--- config.mk ---
export PLATFORM = sky130hd
export DESIGN_NAME = box_moment_acc_flat
export DESIGN_NICKNAME = d
export VERILOG_FILES = /design/src/rtl/mfa_pkg.sv /design/src/rtl/box_moment_acc_if.sv /design/src/rtl/box_moment_acc_scan_addr.sv /design/src/rtl/box_moment_acc.sv /design/src/flat_wrapper.sv
export SDC_FILE = /design/constraint.sdc
export NUM_CORES = 1
export LEC_CHECK = 0
export ABC_AREA = 1
export ABC_CLOCK_PERIOD_IN_PS = 4700
export CELL_PAD_IN_SITES_DETAIL_PLACEMENT = 1
export CELL_PAD_IN_SITES_GLOBAL_PLACEMENT = 2
export CORE_ASPECT_RATIO = 1.5
export CORE_MARGIN = 2
export CORE_UTILIZATION = 30
export CTS_BUF_LIST = sky130_fd_sc_hd__clkbuf_16
export DETAILED_ROUTE_END_ITERATION = 10
export PLACE_DENSITY = 0.85
export SYNTH_ARGS = -nofsm -noshare
export SYNTH_HDL_FRONTEND = slang
export SYNTH_HIERARCHICAL = 1
export SYNTH_SLANG_ARGS = --single-unit
--- constraint.sdc ---
create_clock -name CLK -period 4.7 [get_ports CLK]
set_clock_uncertainty 0.15 [all_clocks]
set_input_delay 0.705 -clock CLK [delete_from_list [all_inputs] [get_ports CLK]]
set_output_delay 0.705 -clock CLK [all_outputs]
set_load 0.03 [all_outputs]
--- src/rtl/mfa_pkg.sv ---
// Shared MFA definitions: default grid and count sizes, the BC memory address field
// layout, derived moment widths and the accumulator FSM state encoding.
package mfa_pkg;

  localparam int BOX_IDX  = 3;
  localparam int DATA_LEN = 8;

  localparam int ADDR_LEN = 2*BOX_IDX + 1;
  localparam int BANK_BIT = BOX_IDX;
  localparam int X_MSB    = 2*BOX_IDX;
  localparam int X_LSB    = BOX_IDX + 1;
  localparam int Y_MSB    = BOX_IDX - 1;
  localparam int Y_LSB    = 0;

  // Wide enough for 2^(2*BOX_IDX) maximal counts, so the sums never overflow.
  localparam int S1_LEN   = DATA_LEN + 2*BOX_IDX;
  localparam int S2_LEN   = 2*DATA_LEN + 2*BOX_IDX;

  typedef enum logic [1:0] {
    IDLE  = 2'd0,
    READ  = 2'd1,
    DRAIN = 2'd2,
    HOLD  = 2'd3
  } acc_state_e;

endpackage

--- src/rtl/box_moment_acc_if.sv ---
// Request, BC-memory read port and result handshake of the box moment accumulator.
// slave is the accumulator side; master is the controller/memory side.
interface box_moment_acc_if #(
  parameter int BOX_IDX  = mfa_pkg::BOX_IDX,
  parameter int DATA_LEN = mfa_pkg::DATA_LEN
);
  logic                          start;
  logic [BOX_IDX-1:0]            level;
  logic [2*BOX_IDX:0]            rd_addr;
  logic [DATA_LEN-1:0]           rd_data;
  logic                          busy;
  logic                          res_valid;
  logic                          res_ready;
  logic [BOX_IDX-1:0]            res_level;
  logic [DATA_LEN+2*BOX_IDX-1:0] sum1;
  logic [2*DATA_LEN+2*BOX_IDX-1:0] sum2;
  logic [2*BOX_IDX:0]            nz_cnt;

  modport slave (
    input  start, level, rd_data, res_ready,
    output rd_addr, busy, res_valid, res_level, sum1, sum2, nz_cnt
  );

  modport master (
    output start, level, rd_data, res_ready,
    input  rd_addr, busy, res_valid, res_level, sum1, sum2, nz_cnt
  );
endinterface

--- src/rtl/box_moment_acc_scan_addr.sv ---
// bc_scan_addr: walks one grid level of the BC memory row-major (y outer, x inner)
// and packs {x, bank, y}; also holds the clamped level of the current scan.
module bc_scan_addr
  import mfa_pkg::*;
#(
  parameter int BOX_IDX = mfa_pkg::BOX_IDX
) (
  input  logic               CLK,
  input  logic               RST,
  input  logic               load_i,
  input  logic [BOX_IDX-1:0] level_i,
  input  logic               step_i,
  output logic [2*BOX_IDX:0] addr_o,
  output logic               last_o,
  output logic [BOX_IDX-1:0] level_o
);

  localparam logic [BOX_IDX-1:0] LVL_MAX = BOX_IDX'(BOX_IDX-1);
  localparam logic [BOX_IDX-1:0] ONES    = '1;

  logic [BOX_IDX-1:0] level_q, level_d;
  logic [BOX_IDX-1:0] x_q, x_d;
  logic [BOX_IDX-1:0] y_q, y_d;
  logic [BOX_IDX-1:0] coord_max;
  logic               bank;

  // Highest coordinate is side-1 = 2^(BOX_IDX-level)-1.
  assign coord_max = ONES >> level_q;
  assign bank      = (level_q != '0);
  assign last_o    = (x_q == coord_max) && (y_q == coord_max);
  assign addr_o    = {x_q, bank, y_q};
  assign level_o   = level_q;

  always_comb begin
    level_d = level_q;
    x_d     = x_q;
    y_d     = y_q;
    if (load_i) begin
      level_d = (level_i > LVL_MAX) ? LVL_MAX : level_i;
      x_d     = '0;
      y_d     = '0;
    end else if (step_i) begin
      if (last_o) begin
        x_d = '0;
        y_d = '0;
      end else if (x_q == coord_max) begin
        x_d = '0;
        y_d = y_q + BOX_IDX'(1);
      end else begin
        x_d = x_q + BOX_IDX'(1);
      end
    end
  end

  always_ff @(posedge CLK or posedge RST) begin
    if (RST) begin
      level_q <= '0;
      x_q     <= '0;
      y_q     <= '0;
    end else begin
      level_q <= level_d;
      x_q     <= x_d;
      y_q     <= y_d;
    end
  end

endmodule

--- src/rtl/box_moment_acc.sv ---
// Scans one grid level of the box-count memory and accumulates sum n, sum n^2 and
// the nonzero-box count, then offers them on a valid/ready result handshake.
//   state | meaning
//   IDLE  | waiting for start
//   READ  | one BC address per cycle
//   DRAIN | last read datum in flight
//   HOLD  | results valid until res_ready
module box_moment_acc
  import mfa_pkg::*;
#(
  parameter int BOX_IDX  = mfa_pkg::BOX_IDX,
  parameter int DATA_LEN = mfa_pkg::DATA_LEN
) (
  input  logic             CLK,
  input  logic             RST,
  box_moment_acc_if.slave  bus
);

  localparam int A_LEN  = 2*BOX_IDX + 1;
  localparam int S1_W   = DATA_LEN + 2*BOX_IDX;
  localparam int S2_W   = 2*DATA_LEN + 2*BOX_IDX;
  localparam int SQ_W   = 2*DATA_LEN;

  acc_state_e         state_q, state_d;
  logic               vld_q;
  logic [S1_W-1:0]    sum1_q, sum1_d;
  logic [S2_W-1:0]    sum2_q, sum2_d;
  logic [A_LEN-1:0]   nz_q, nz_d;

  logic               load, step, last;
  logic               busy, res_valid;
  logic [A_LEN-1:0]   scan_addr, rd_addr;
  logic [BOX_IDX-1:0] lvl;
  logic [SQ_W-1:0]    rd_ext, rd_sq;

  bc_scan_addr #(.BOX_IDX(BOX_IDX)) u_scan (
    .CLK     (CLK),
    .RST     (RST),
    .load_i  (load),
    .level_i (bus.level),
    .step_i  (step),
    .addr_o  (scan_addr),
    .last_o  (last),
    .level_o (lvl)
  );

  always_ff @(posedge CLK or posedge RST) begin
    if (RST) state_q <= IDLE;
    else     state_q <= state_d;
  end

  always_comb begin
    state_d = state_q;
    unique case (state_q)
      IDLE:    if (bus.start) state_d = READ;
      READ:    if (last) state_d = DRAIN;
      DRAIN:   state_d = HOLD;
      HOLD:    if (bus.res_ready) state_d = bus.start ? READ : IDLE;
      default: state_d = IDLE;
    endcase
  end

  // A new scan can also be accepted on the result-handshake cycle.
  always_comb begin
    load      = 1'b0;
    step      = 1'b0;
    busy      = 1'b0;
    res_valid = 1'b0;
    rd_addr   = '0;
    unique case (state_q)
      IDLE:  load = bus.start;
      READ: begin
        step    = 1'b1;
        busy    = 1'b1;
        rd_addr = scan_addr;
      end
      DRAIN: busy = 1'b1;
      HOLD: begin
        res_valid = 1'b1;
        load      = bus.res_ready && bus.start;
      end
      default: ;
    endcase
  end

  assign rd_ext = SQ_W'(bus.rd_data);
  assign rd_sq  = rd_ext * rd_ext;

  always_comb begin
    sum1_d = sum1_q;
    sum2_d = sum2_q;
    nz_d   = nz_q;
    if (load) begin
      sum1_d = '0;
      sum2_d = '0;
      nz_d   = '0;
    end else if (vld_q) begin
      sum1_d = sum1_q + S1_W'(bus.rd_data);
      sum2_d = sum2_q + S2_W'(rd_sq);
      nz_d   = nz_q + A_LEN'(|bus.rd_data);
    end
  end

  // vld_q marks the cycle in which rd_data answers the previous READ address.
  always_ff @(posedge CLK or posedge RST) begin
    if (RST) begin
      vld_q  <= 1'b0;
      sum1_q <= '0;
      sum2_q <= '0;
      nz_q   <= '0;
    end else begin
      vld_q  <= (state_q == READ);
      sum1_q <= sum1_d;
      sum2_q <= sum2_d;
      nz_q   <= nz_d;
    end
  end

  assign bus.rd_addr   = rd_addr;
  assign bus.busy      = busy;
  assign bus.res_valid = res_valid;
  assign bus.res_level = lvl;
  assign bus.sum1      = sum1_q;
  assign bus.sum2      = sum2_q;
  assign bus.nz_cnt    = nz_q;

endmodule

--- src/flat_wrapper.sv ---
// flat-port wrapper written by rule: the top's interface ports become plain ports
module box_moment_acc_flat import mfa_pkg::*;
#(
  parameter int BOX_IDX  = mfa_pkg::BOX_IDX,
  parameter int DATA_LEN = mfa_pkg::DATA_LEN
)
  (CLK, RST, bus_start, bus_level, bus_rd_data, bus_res_ready, bus_rd_addr, bus_busy, bus_res_valid, bus_res_level, bus_sum1, bus_sum2, bus_nz_cnt);
  box_moment_acc_if #(.BOX_IDX(BOX_IDX), .DATA_LEN(DATA_LEN)) bus_i ();
  input  logic CLK;
  input  logic RST;
  input wire logic [$bits(bus_i.start)-1:0] bus_start;
  input wire logic [$bits(bus_i.level)-1:0] bus_level;
  input wire logic [$bits(bus_i.rd_data)-1:0] bus_rd_data;
  input wire logic [$bits(bus_i.res_ready)-1:0] bus_res_ready;
  output wire logic [$bits(bus_i.rd_addr)-1:0] bus_rd_addr;
  output wire logic [$bits(bus_i.busy)-1:0] bus_busy;
  output wire logic [$bits(bus_i.res_valid)-1:0] bus_res_valid;
  output wire logic [$bits(bus_i.res_level)-1:0] bus_res_level;
  output wire logic [$bits(bus_i.sum1)-1:0] bus_sum1;
  output wire logic [$bits(bus_i.sum2)-1:0] bus_sum2;
  output wire logic [$bits(bus_i.nz_cnt)-1:0] bus_nz_cnt;
  assign bus_i.start = bus_start;
  assign bus_i.level = bus_level;
  assign bus_i.rd_data = bus_rd_data;
  assign bus_i.res_ready = bus_res_ready;
  assign bus_rd_addr = bus_i.rd_addr;
  assign bus_busy = bus_i.busy;
  assign bus_res_valid = bus_i.res_valid;
  assign bus_res_level = bus_i.res_level;
  assign bus_sum1 = bus_i.sum1;
  assign bus_sum2 = bus_i.sum2;
  assign bus_nz_cnt = bus_i.nz_cnt;
  box_moment_acc #(.BOX_IDX(BOX_IDX), .DATA_LEN(DATA_LEN)) u_core (.CLK(CLK), .RST(RST), .bus(bus_i));
endmodule
Yosys cells after proc, flatten, opt, wreduce, memory -nomap -nowiden
Cells that the tools add are included.
{"block": "word_totals", "reg_bits": 55, "inputBits": 15, "out_inout_bits": 55, "wordCells": 60}
{"block": "op_classes", "addsub": 5, "multipliers": 1, "n_lt_le_gt_ge": 1, "n_eq_ne": 8, "n_shift": 1, "muxes": 25, "n_reduce_logical": 11}
{"cell": "two-way mux 22 bit", "count": 2}
{"cell": "two-way mux 14 bit", "count": 2}
{"cell": "two-way mux 3 bit", "count": 9}
{"cell": "adder 22 x 16 -> 22 bit", "count": 1}
{"cell": "two-way mux 7 bit", "count": 3}
{"cell": "multiplier 8 x 8 -> 16 bit", "count": 1}
{"cell": "adder 14 x 8 -> 14 bit", "count": 1}
{"cell": "one-hot mux 2 bit (4 select lines)", "count": 1}
{"cell": "OR reduction 8 bit", "count": 1}
{"cell": "adder 7 x 1 -> 7 bit", "count": 1}
{"cell": "adder 3 x 1 -> 3 bit, second input constant", "count": 2}
{"cell": "== test 3 bit", "count": 2}
{"cell": "two-way mux 2 bit", "count": 3}
{"cell": "nonzero test 3 bit", "count": 2}
{"cell": "== test 2 bit, second input constant", "count": 2}
{"cell": "two-way mux 1 bit", "count": 4}
{"cell": "!= test 2 bit, second input constant", "count": 2}
{"cell": "nonzero test 2 bit", "count": 2}
{"cell": "greater-than comparator 3 x 2 -> 1 bit, second input constant", "count": 1}
{"cell": "AND reduction 3 bit", "count": 1}
{"cell": ">> shifter 3 x 3 -> 3 bit, first input constant", "count": 1}
{"cell": "== test 2 x 1 -> 1 bit, second input constant", "count": 1}
{"cell": "logical AND 1 bit", "count": 2}
{"cell": "logical NOT 2 bit", "count": 1}
{"cell": "4 further kinds", "count": 4}

Longest topological paths before layout
Gate-level depths: netlist (run 1).
{"block": "depth", "word_depth": 6, "mapped_depth": 23, "depth_no_buf": 22}

Cells and area by module
The synthesis (run 1) kept the hierarchy.
{"module": "box_moment_acc", "instances": 1, "cells_each": 670, "area_each_um2": 5011.1, "seq_area_each_um2": 1151.1}
{"module": "bc_scan_addr", "instances": 1, "cells_each": 83, "area_each_um2": 625.6, "seq_area_each_um2": 225.2}

Worst setup path before layout (run 1)
Ideal clock, no wire load.
{"block": "synth_path", "kind": "input-to-reg", "start": "in bus_rd_data[6]", "end": "reg u_core.sum2_q[19] (netlist: u_core/bus.sum2[19])", "setup_ns": 0.120, "arrival_time_ns": 4.288, "required_ns": 4.430, "slack_ns": 0.142, "path_stages": 18, "path_buffers": 1, "path_cell_list": "clkbuf_1 > nand2_1 > xor2_1 > ha_1 > fa_1 > fa_1 > inv_1 > fa_1 > inv_1 > ha_1 > a21oi_1 > nor2_1 > nor2_1 > nand2_1 > nand2_1 > nand2_1 > a21oi_1 > nor2_1"}
{"block": "synth_between", "elab_chain_len": 4}
{"element": "start, declared", "line": "flat_wrapper.sv:13", "rtl": "input wire logic [$bits(bus_i.rd_data)-1:0] bus_rd_data;"}
{"element": "multiplier 8 x 8 -> 16 bit", "line": "box_moment_acc.sv:87", "rtl": "assign rd_sq = rd_ext * rd_ext;"}
{"element": "adder 22 x 16 -> 22 bit", "line": "box_moment_acc.sv:99", "rtl": "sum2_d = sum2_q + S2_W'(rd_sq);"}
{"element": "two-way mux 22 bit", "line": "box_moment_acc.sv:97", "rtl": "end else if (vld_q) begin"}
{"element": "two-way mux 22 bit", "line": "box_moment_acc.sv:93", "rtl": "if (load) begin"}
{"element": "end signal, assigned", "line": "box_moment_acc.sv:114", "rtl": "sum2_q <= sum2_d;"}
{"element": "end, declared", "line": "box_moment_acc.sv:27", "rtl": "logic [S2_W-1:0] sum2_q, sum2_d;"}
Every way passes these cells. The select of a mux whose other input is x is not followed.
A chain may end at the register's enable or synchronous reset.

Final worst setup path (run 1)
{"block": "layout_path", "start": "in bus_rd_data[2]", "end": "reg u_core.sum2_q[21] (netlist: u_core/bus.sum2[21])"}
Same word-level chain as after synthesis.

==> impl_metrics.json, run 1 <==
{
  "status": "finished clean",
  "met2_usage_pct": 36.05,
  "holdWs_ps": 375.8,
  "wl_per_cell_um": 15.19,
  "holdBufCountCts": 0,
  "layout.cells.non_filler": 1114,
  "cts-root-buf": "clkbuf_16",
  "cts-htree-levels": 2,
  "cts_setup_buffers": 0,
  "arrival_ps": 4480,
  "grt_pass1_vias": 5459,
  "grt_setup_unrepaired": "no",
  "final_util_pct": 38.41,
  "synth_fa_ha_area_share_pct": 26.81,
  "finalSetupViolCount": 0,
  "rr_worst_depth": 20,
  "period_minus_slack_ps": 4435,
  "worst-r2r-setup-slack_ps": 550,
  "synth-xor-area-share_pct": 2.020,
  "drive_gt1_share_pct": 12.99,
  "r2r_end": "u_core/bus.sum2[21]",
  "synth_area_leader_cell": "dfrtp_1",
  "cts.sink_count": 55,
  "antenna_found_initial": 0,
  "synth_area_mm2": 0.005637,
  "path_class": "input pin to flop",
  "layout_setup_ws_ps": 264.6,
  "dieArea_mm2": 0.01992,
  "cp.required_ps": 4740,
  "start_kind": "input pin",
  "pre_cts_slack_ps": -609.7,
  "track_usage_pct": 17.75,
  "met3_usage_pct": 2.138,
  "finalHoldViolCount": 0,
  "core_area_mm2": 0.01847,
  "grt-busiest-layer": "met2",
  "die_h_um": 171.9,
  "via_per_inst": 4.544,
  "synth_cell_types": 45,
  "cts_tree": "built",
  "min_to": "u_core/bus.sum2[11]",
  "cp-end-kind": "flop",
  "fin_crit_sh_pct": 94.37,
  "r2r_start": "u_core/bus.sum2[7]",
  "yosys_register_bits": 55,
  "overflow": 0,
  "die_x_um": 115.9,
  "fin_nets": 974,
  "hp-class": "flop to flop",
  "syn_avg_cell_area_um2": 7.486,
  "synth_cells": 753,
  "initial_core_util_pct": 30.52,
  "grt_pass1_wl_mm": 27.18,
  "design_area_mm2": 0.007094,
  "relSlewSlack_pct": 54.14,
  "diodes": 0,
  "clk_pin_slew_ps": 80,
  "worstMarginPinSlew_ps": 687.9,
  "place_inst": 1106,
  "wl_mm": 16.93,
  "fmax_mhz": 225.5,
  "insertion_delay_ps": 300,
  "grtUsageMet1_pct": 18.57,
  "synth_top_family_by_area": "adder cells",
  "synth_compound_area_share_pct": 9.612,
  "port_buffers": 69,
  "initialDrtViolationCount": 128,
  "synthMuxAreaShare_pct": 0.1776,
  "grt_max_degree": 47,
  "power_density_mw_per_mm2": 794.5,
  "routabilityCongestion": 0.8199,
  "netlist.area_leader.share_pct": 24.42,
  "peakVddDrop_v": 0.0003341,
  "synth-simple-area-share_pct": 24.37,
  "std_cell_rows": 61,
  "syn2layout_area_growth_pct": 25.86,
  "worstPathMaxFanout": 5,
  "min-delay-start": "u_core/bus.sum2[11]",
  "drc": 0,
  "place_area_mm2": 0.006932,
  "vias": 5062,
  "numCtsBuffers": 5,
  "power.total_mw": 5.636,
  "seq_area_frac_synth_pct": 24.42,
  "mappedNetlistNets": 866,
  "postRouteAntennaNets": 0,
  "firstDrtPassIters": 4,
  "io_pins": 70,
  "cts_buffer_depth": 2,
  "dp_hpwl_mm": 13.89,
  "power.leakage_nw": 3.850,
  "synthTopCellsByArea": "dfrtp_1 24%, fa_1 13%, ha_1 13%",
  "holdPathStages": 2,
  "cap_violations": 0,
  "setup_tns_ps": 0,
  "drv_slew": 0,
  "synth_warnings": 6
}
-- worst max-delay path, cell delays in order --
cell	delay (ps)
clkbuf_2	160
nand2_1	100
inv_1	60
fa_2	600
fa_1	450
fa_1	560
inv_1	60
fa_1	530
inv_1	50
ha_2	370
nand2_2	100
nor2_4	160
nand3_1	110
nand3_2	120
nand2_1	60
nand2_1	80
nand3_1	70
nand2_1	80
nor2_1	40
-- cell usage after synthesis (all sizes together) --
cell type  count
nand2        203
inv          159
nor2          64
ha            60
dfrtp         55
a21oi         39
fa            38
o21ai         31
nand3         29
nor3          11
clkbuf        10
a22o           9
buf            8
xor2           7
xnor2          6
o22ai          5
nand4          3
nor4           2
o21a           2
o21bai         2
a21o           1
a31oi          1
a32o           1
bufinv         1
clkinv         1
mux2i          1
nor3b          1
o221ai         1
o31ai          1
or2            1
-- cells in the final DEF, fill, tap and decap left out, drive strengths merged --
cell type      synthesis  routed
nand2                203     203
inv                  159     161
nor2                  64      64
clkdlybuf4s50          0      61
ha                    60      60
dfrtp                 55      55
buf                    8      50
a21oi                 39      39
fa                    38      38
o21ai                 31      31
nand3                 29      29
clkbuf                10      13
nor3                  11      11
a22o                   9       9
xor2                   7       7
xnor2                  6       6
o22ai                  5       5
nand4                  3       3
o21bai                 2       2
nor4                   2       2
o21a                   2       2
bufinv                 1       2
a32o                   1       1
o31ai                  1       1
a21o                   1       1
mux2i                  1       1
or2                    1       1
clkinv                 1       1
a31oi                  1       1
nor3b                  1       1
o221ai                 1       1
-- logic make-up after synthesis --
group / count (synthesis)
xor+xnor: 13
buf+inv: 179
simple gates: 314
mux: 1
flops: 55
compound gates: 93
fa+ha+maj: 98
-- layer usage --
layer,vias up,wire length [um]
li1,2530,-
met1,2445,6388
met2,71,9673
met3,16,515
met4,0,349
met5,-,0
-- flip-flops by register name, indices dropped and copies added, names as in the netlist --
| name | flops |
|---|---|
| u_core/bus.sum1 | 14 |
| u_core/bus.sum2 | 22 |
| u_core/u_scan/x_q | 3 |
| u_core/bus.nz_cnt | 7 |
| u_core/vld_q | 1 |
| u_core/state_q | 2 |
| u_core/u_scan/level_o | 3 |
| u_core/u_scan/y_q | 3 |
-- worst max path at each step --
stage	from	to	slack, ps	depth (start not counted)
3_3_place_gp	bus_rd_data[7]	u_core/bus.sum2[12]	-530	18
2_1_floorplan	bus_rd_data[6]	u_core/bus.sum2[19]	140	18
3_5_place_dp	bus_rd_data[7]	u_core/bus.sum2[21]	-610	20
4_1_cts	bus_rd_data[7]	u_core/bus.sum2[21]	-30	20
6_report	bus_rd_data[2]	u_core/bus.sum2[21]	260	19
5_1_grt	bus_rd_data[2]	u_core/bus.sum2[21]	40	19
-- power breakdown --
group	total, mW	switching (mW)	internal [mW]
clock	0.449	0.196	0.253
sequential	0.874	0.211	0.663
combinational	4.31	2.60	1.71
total	5.64	3.01	2.63
-- area by class of cell --
class	instances	area, um^2
fill	2313	11380
tap	252	315.3
multi-input combinational	519	3586
clock buffer	5	125.1
sequential	55	1376
clock inverter	3	42.54
inverter	161	623.1
timing repair buffer	119	1026
-- timing repair --
action,4_1_cts,5_1_grt
endpoints found under the setup margin,15,13
resized for setup,8,25
pin swaps,0,0
No activity file was read; power rests on OpenSTA's default activity.
==> run 2, diff against run 1 <==
--- a/config.mk
+++ b/config.mk
@@ -7,6 +7,7 @@
 export LEC_CHECK = 0
 export ABC_AREA = 1
 export ABC_CLOCK_PERIOD_IN_PS = 4700
+export CAP_MARGIN = 20
 export CELL_PAD_IN_SITES_DETAIL_PLACEMENT = 1
 export CELL_PAD_IN_SITES_GLOBAL_PLACEMENT = 2
 export CORE_ASPECT_RATIO = 1.5
==> results of run 2 <==
Final layout, timing and power as in run 1 (identical DEF).
==> run 3, diff against run 2 <==
--- a/config.mk
+++ b/config.mk
@@ -12,10 +12,11 @@
 export CELL_PAD_IN_SITES_GLOBAL_PLACEMENT = 2
 export CORE_ASPECT_RATIO = 1.5
 export CORE_MARGIN = 2
-export CORE_UTILIZATION = 30
+export CORE_UTILIZATION = 33
 export CTS_BUF_LIST = sky130_fd_sc_hd__clkbuf_16
 export DETAILED_ROUTE_END_ITERATION = 10
-export PLACE_DENSITY = 0.85
+export PLACE_DENSITY = 0.92
+export SKIP_LAST_GASP = 1
 export SYNTH_ARGS = -nofsm -noshare
 export SYNTH_HDL_FRONTEND = slang
 export SYNTH_HIERARCHICAL = 1
==> run 3 against run 2 <==
Net effect: the flow now finishes with violations (DRC); register-to-register slack improved by 90 ps; utilization up 4.9 points; clock-buffer cell count did not move; worst hold slack gained 7.1 ps; first-iteration DRC count grew 3.9%; sequential cell count is the same; critical path depth increased by 2; maximum frequency fell by 2.0%; sequential share of layout area is 0.46 points lower; critical endpoint is now u_core/bus.sum2[20]; largest cell class unchanged.
==> impl_metrics.json, run 3 (synthesis results as in run 1) <==
{
  "hp-class": "flop to flop",
  "diodes": 0,
  "start_kind": "input pin",
  "wl_per_cell_um": 15.86,
  "insertion_delay_ps": 300,
  "via_per_inst": 4.785,
  "cp.required_ps": 4750,
  "routabilityCongestion": 0.8153,
  "design_area_mm2": 0.007267,
  "port_buffers": 69,
  "wl_mm": 17.01,
  "largest_reg_flops": 22,
  "overflow": 0,
  "drv_slew": 0,
  "cts.sink_count": 55,
  "dieArea_mm2": 0.01816,
  "numCtsBuffers": 5,
  "crit_chain": "clkdlybuf4s15_1 -> buf_4 -> nand2_1 -> fa_1 -> inv_1 -> fa_1 -> ha_1 -> inv_1 -> fa_1 -> inv_1 -> ha_1 -> nand2_1 -> nand2_1 -> nand2_1 -> nand2_1 -> nand2_1 -> nand3_2 -> nand2_2 -> nand2_2 -> a21oi_2 -> nor2_1",
  "grt_pass1_wl_mm": 27.67,
  "seqCellArea_mm2": 0.001376,
  "postRouteAntennaNets": 0,
  "worstPathMaxFanout": 8,
  "clk_pin_slew_ps": 80,
  "period_minus_slack_ps": 4528,
  "io_pins": 70,
  "finalHoldViolCount": 0,
  "grt_max_degree": 27,
  "dp_hpwl_mm": 14.07,
  "cp_slowest_cell": "fa_1",
  "holdWs_ps": 382.9,
  "layout_common_cells": "172 x nand2_1, 142 x inv_1, 61 x clkdlybuf4s50_1",
  "cts-htree-levels": 2,
  "cts-root-buf": "clkbuf_16",
  "relSlewSlack_pct": 58.34,
  "drive_gt1_share_pct": 17.17,
  "fmax_mhz": 220.9,
  "path_class": "input pin to flop",
  "multi_input_area_mm2": 0.003791,
  "place_area_mm2": 0.006872,
  "cts_tree": "built",
  "cp-end-kind": "flop",
  "worstMarginPinSlew_ps": 624.0,
  "finalSetupViolCount": 0,
  "syn2layout_area_growth_pct": 28.92,
  "initialDrtViolationCount": 133,
  "track_usage_pct": 19.08,
  "crit_top_cell": "nand2_1",
  "antenna_found_initial": 0,
  "arrival_ps": 4570,
  "std_cell_rows": 58,
  "fillers": 2083,
  "fin_crit_sh_pct": 96.34,
  "die_h_um": 164.1,
  "cts_buffer_depth": 2,
  "cap_violations": 0,
  "vias": 5130,
  "initial_core_util_pct": 33.62,
  "firstDrtPassIters": 9,
  "grt_pass1_vias": 5559,
  "status": "finished with violations",
  "holdBufCountCts": 0,
  "fin_nets": 974,
  "mostFrequentLayoutCell": "nand2_1",
  "violations": "DRC",
  "core_area_mm2": 0.01676,
  "drc": 2,
  "slowest_delay_ps": 540,
  "die_x_um": 110.7
}
==> run 3: changes by cell type in the layout (fill, tap and decap cells not counted), sizes merged <==
cell / change
clkdlybuf4s15: +3
clkinv: +2
inv: -1
bufinv: -1
clkbuf: -7
dlygate4sd2: +2
dlymetal6s2s: +2
==> run 3: worst paths after layout <==
path                                     start                        to  slack, ps  depth (start not counted)
setup / recovery                bus_rd_data[1]       u_core/bus.sum2[20]        170                         21
hold / removal             u_core/bus.sum2[10]       u_core/bus.sum2[10]        380                          2
setup reg to reg            u_core/bus.sum2[6]       u_core/bus.sum2[21]        640                         17
hold reg to reg            u_core/bus.sum2[10]       u_core/bus.sum2[10]        380                          2
max in group asynchronous                  RST       u_core/bus.sum2[11]       2950                          3
min in group asynchronous                  RST  u_core/u_scan/level_o[1]        590                          2
==> run 3: critical path, delay by kind of cell <==
kind                       cells  cell delay [ps]
and+or+nand+nor               10              850
adders and majority gates      5             2200
buffers and inverters          5              680
AOI/OAI and AO/OA              1              110
==> run 3: final cells by class <==
cell class	instances	area share (%)
clock buffers	5	1.722
clock inverters	3	0.2410
inverters	161	8.574
multi-input cells	519	52.17
flip-flops and latches	55	18.94
well taps	210	3.616
repair buffers	119	14.74
==> run 3: repair_timing <==
| item | 4_1_cts | 5_1_grt |
|---|---|---|
| gates resized for setup | 17 | 62 |
| pin swaps | 2 | 30 |
| hold endpoints to repair | 0 | 0 |
| setup endpoints to repair | 15 | 15 |
| setup buffers | 0 | 1 |
==> run 3: per-stage QoR <==
step	setup TNS, ps	worst slack [ps]	util (%)	std cells
floorplan	0	142.3	-	753
global placement	-6077	-479.1	40.99	1063
detailed placement	-7398	-562.0	40.99	1063
CTS	0	4.661	42.13	1071
global route	-17.26	-17.08	43.35	1072
finish	0	172.1	43.35	1072
==> run 3: routing by layer <==
layer,part of all wire (%),GRT usage (%),up-vias
met5,0,0,-
met4,2.1,4.773,0
met3,3.2,2.989,21
met2,56,38.87,74
met1,38,20.17,2500
li1,-,-,2535
Power of run 3 is not shown: default switching activity piles up to over one toggle a cycle in this logic, so the estimate is an artifact.
